==> src/rtl/fifo_sync_param.sv <==
// rtl/fifo_sync_param.sv - single-clock first-word-fall-through FIFO with occupancy and threshold flags
// Optional synchronous flush port enabled by defining FIFO_SYNC_FLUSH_EN.
module fifo_sync_param #(
  parameter int DATA_W    = 42,
  parameter int DEPTH     = 4,
  parameter int AFULL_TH  = DEPTH - 1,
  parameter int AEMPTY_TH = 1
) (
  input  logic                       clk,
  input  logic                       rst_n,
  input  logic [DATA_W-1:0]          wdata,
  input  logic                       valid_i,
  output logic                       ready_o,
  output logic [DATA_W-1:0]          rdata,
  output logic                       valid_o,
  input  logic                       ready_i,
`ifdef FIFO_SYNC_FLUSH_EN
  input  logic                       flush_i,
`endif
  output logic [$clog2(DEPTH):0]     count,
  output logic                       almost_full,
  output logic                       almost_empty
);

  localparam int AW = $clog2(DEPTH);
  localparam int CW = AW + 1;
  localparam logic [CW-1:0] FULL_C   = CW'(DEPTH);
  localparam logic [CW-1:0] AFULL_C  = CW'(AFULL_TH);
  localparam logic [CW-1:0] AEMPTY_C = CW'(AEMPTY_TH);

  logic [DATA_W-1:0] mem [DEPTH];
  logic [AW-1:0]     wptr;
  logic [AW-1:0]     rptr;
  logic              flush;
  logic              push;
  logic              pop;

`ifdef FIFO_SYNC_FLUSH_EN
  assign flush = flush_i;
`else
  assign flush = 1'b0;
`endif

  // Flush gates both handshakes so nothing moves during the flush cycle.
  assign ready_o      = (count != FULL_C) && !flush;
  assign valid_o      = (count != '0) && !flush;
  assign rdata        = mem[rptr];
  assign almost_full  = (count >= AFULL_C);
  assign almost_empty = (count <= AEMPTY_C);

  assign push = valid_i && ready_o;
  assign pop  = valid_o && ready_i;

  always_ff @(posedge clk) begin
    if (push) begin
      mem[wptr] <= wdata;
    end
  end

  always_ff @(posedge clk or negedge rst_n) begin
    if (!rst_n) begin
      wptr  <= '0;
      rptr  <= '0;
      count <= '0;
    end else if (flush) begin
      wptr  <= '0;
      rptr  <= '0;
      count <= '0;
    end else begin
      if (push) begin
        wptr <= wptr + AW'(1);
      end
      if (pop) begin
        rptr <= rptr + AW'(1);
      end
      case ({push, pop})
        2'b10:   count <= count + CW'(1);
        2'b01:   count <= count - CW'(1);
        default: count <= count;
      endcase
    end
  end

endmodule

==> config.mk <==
export PLATFORM = sky130hd
export DESIGN_NAME = fifo_sync_param
export DESIGN_NICKNAME = d
export VERILOG_FILES = /design/src/rtl/fifo_sync_param.sv
export SDC_FILE = /design/constraint.sdc
export NUM_CORES = 1
export LEC_CHECK = 0
export ABC_AREA = 1
export BUFFER_PORTS_ARGS = -buffer_cell sky130_fd_sc_hd__clkbuf_2
export CAP_MARGIN = 10
export CORE_MARGIN = 5
export CORE_UTILIZATION = 35
export CTS_CLUSTER_SIZE = 30
export DETAILED_ROUTE_END_ITERATION = 7
export PLACE_DENSITY = 0.58
export SKIP_LAST_GASP = 1
export SLEW_MARGIN = 20
export SYNTH_ARGS = -nofsm -noshare
export SYNTH_HDL_FRONTEND = slang
export SYNTH_SLANG_ARGS = --single-unit
==> constraint.sdc <==
create_clock -name clk -period 7.43 [get_ports clk]
set_clock_uncertainty 0.1 [all_clocks]
set_input_delay 0.3715 -clock clk [delete_from_list [all_inputs] [get_ports clk]]
set_output_delay 0.3715 -clock clk [all_outputs]
set_load 0.005 [all_outputs]
==> results.yml <==
run_status:
  status: "complete, no violations"
placed_design:
  numPortBuffers: 94
  routabilityCongestion: 0.701
  post-dp-hpwl_um: 8560
  place_ws_ns: 4.55
sta:
  min_period_over_period_pct: 43.7
  drv_slew: 0
  timing.final.ws_setup_ns: 4.19
  slew_headroom_pct: 45.1
  hold_violations: 0
  worst_pin_slew_ns: 0.824
  grt_setup_unrepaired: "no"
  period_needed_ns: 3.24
  setup_viol: 0
  finalSetupTns_ns: 0
  fmax_ghz: 0.308
  whs_ns: 0.0669
die:
  std_cell_rows: 53
  die_area_um2: 24200
  die_h_um: 156
  die_x_um: 156
  start_util_pct: 35.4
  pin_count: 95
  coreArea_um2: 21000
logic_synthesis:
  ys_async_sr_fraction_pct: 4.00
  synth-edff-count: 168
  ys_types: 19
  netlist_instances: 599
  yosysWarnings: 0
  syn_nets: 655
  synth-main-ff-cell: "edfxtp_1"
  syn_area_per_cell_um2: 12.4
  seq_area_frac_synth_pct: 70.3
  synth_seq_cells: 175
  syn_area_um2: 7420
min_path:
  min_path_cells: 1
  hold_class: "in2reg"
critical_path:
  setup.worst_path.class: "reg2out"
  required_ns: 6.96
  cp_top_family: "buffers and inverters"
  crit_path_top_delay_cell: "buf_4"
  crit_buf_inv: 4
  rr_worst_depth: 6
  path_cells: "buf_4, inv_4, buf_4, nand2_1, o211ai_2, nand2_1, clkbuf_2"
  cp-end-kind: "output port"
  crit_cells: 7
  arrival_ns: 2.77
  startpoint_type: "flip-flop"
  crit_fanout: 87
  slowest_delay_ns: 0.60
power:
  ir_worst_vdd_uv: 208
  leakage_nw: 3.66
  finalPower_mw: 3.39
  p_per_area_nw_per_um2: 388
route:
  vias_per_cell: 4.34
  vias: 4256
  wl_per_cell_um: 14.6
  firstDrtPassIters: 4
  drt-total-wl_um: 14300
  drt_iter0_drc: 171
  drc: 0
  ant_nets: 0
run:
  maxCapViolations: 0
cells_and_area:
  final_util_pct: 41.7
  nFillCells: 1961
  layout.nets: 750
  drive_above_1_share_pct: 25.2
  antenna_cells: 0
  area_growth_pct: 17.8
grt:
  grt_max_degree: 88
  antenna_found_initial: 1
  grt_use_total_pct: 12.1
  grt_pass1_vias: 4123
  grt_pass1_wl_um: 22600
  grt-ovfl-total: 0
clock_tree:
  postCtsSetupRepairBufs: 0
  cts_buffers: 17
  clockRootBuffer: "clkbuf_16"
  htree_num_levels: 4
  cts.sinks: 175
  cts_buffer_depth: 2
  clock_latency_ns: 0.42
  clk_pin_slew_worst_paths_ns: 0.07
  cts_tree: "done"
## timing repair
action	CTS	global route
hold buffers	1	0
gates resized for setup	0	0
endpoints found under the hold margin	7	0
## stage by stage
| stage | area [um2] | std cells |
|---|---|---|
| after floorplan | 7420 | 599 |
| after global placement | 8140 | 949 |
| after detailed placement | 8140 | 949 |
| after CTS | 8740 | 981 |
| after global routing | 8740 | 981 |
| final | 8740 | 981 |
## layer usage
metal	vias up	track usage (%)	routed length, um
met3	13	3.50	631
met1	1985	15.5	6520
li1	2182	-	-
met2	74	20.2	6990
met4	2	3.54	185
met5	-	0	12
## placed cells by master (no fill, tap or decap)
| master | instances |
|---|---|
| nor2_1 | 3 |
| o211ai_2 | 39 |
| clkbuf_2 | 94 |
| inv_6 | 2 |
| inv_2 | 1 |
| clkinv_4 | 2 |
| a21oi_1 | 2 |
| nor2_4 | 4 |
| o21ai_0 | 43 |
| dlygate4sd3_1 | 1 |
| clkinv_2 | 1 |
| dfrtp_1 | 5 |
| inv_4 | 1 |
| clkbuf_16 | 17 |
| xor2_1 | 3 |
| clkinvlp_4 | 4 |
| nand2_1 | 188 |
| clkbuf_1 | 1 |
| clkinv_1 | 1 |
| buf_4 | 8 |
| inv_1 | 98 |
| o211ai_1 | 3 |
| edfxtp_1 | 168 |
| ha_1 | 10 |
| dfrtp_2 | 2 |
| bufinv_16 | 3 |
| nand3_1 | 1 |
| xnor2_1 | 1 |
## cell type report
type | count | area [um2] | share of cell area [%]
inverter | 100 | 378 | 4.32
sequential | 175 | 5220 | 59.7
clock inverter | 13 | 164 | 1.88
timing repair buffer | 103 | 541 | 6.18
clock buffer | 18 | 429 | 4.91
tap | 275 | 344 | 3.94
multi-input combinational | 297 | 1660 | 19.0
## worst register-to-register path, stage by stage (launching register included)
cell and delay, ns:
dfrtp_1 0.43, inv_1 0.11, ha_1 0.22, nand2_1 0.09
nand2_1 0.31, nor2_4 0.17, buf_4 0.54
## flip-flops by register name, summed over array words and instances (netlist names)
register,flops
count,3
mem,168
wptr,2
rptr,2
## cells in the mapped netlist (2+ instances only)
library cell | instances | area, um2
clkbuf_1 | 11 | 41.3
buf_2 | 4 | 20.0
ha_1 | 10 | 125
nor2_1 | 7 | 26.3
o211ai_2 | 39 | 488
inv_1 | 98 | 368
o211ai_1 | 3 | 22.5
a21oi_1 | 2 | 10.0
edfxtp_1 | 168 | 5040
dfrtp_1 | 7 | 175
o21ai_0 | 43 | 215
nand2_1 | 188 | 706
buf_6 | 11 | 124
xor2_1 | 3 | 26.3
## path summary, 6_finish.rpt
| kind | start | endpoint | slack, ns |
|---|---|---|---|
| setup / recovery | rptr[0]$_DFFE_PN0P_ | rdata[29] | 4.19 |
| hold / removal | wdata[25] | mem[2][25]$_DFFE_PP_ | 0.07 |
| setup reg to reg | count[0]$_DFFE_PN0P_ | mem[2][35]$_DFFE_PP_ | 5.06 |
| hold reg to reg | count[1]$_DFFE_PN0P_ | count[1]$_DFFE_PN0P_ | 0.44 |
| max in group asynchronous | rst_n | rptr[1]$_DFFE_PN0P_ | 6.82 |
| min in group asynchronous | rst_n | count[0]$_DFFE_PN0P_ | 0.23 |
## where the power goes
part / leakage, nW / internal, mW / switching [mW]
Combinational: 1.77 / 0.391 / 0.752
Clock: 0.276 / 0.528 / 0.364
Sequential: 1.61 / 1.30 / 0.0523
Total: 3.66 / 2.22 / 1.17
## cells by family (layout without fill, tap and decap cells)
kind of cell | after synthesis | after routing | share of synthesized area [%]
XOR/XNOR | 4 | 4 | 0.472
AO/OA/AOI/OAI | 87 | 87 | 9.91
buffers and inverters | 127 | 234 | 7.65
flip-flops | 175 | 175 | 70.3
AND/OR/NAND/NOR | 196 | 196 | 9.93
adder cells (fa/ha/maj) | 10 | 10 | 1.69
(Power assumes the default switching activity.)
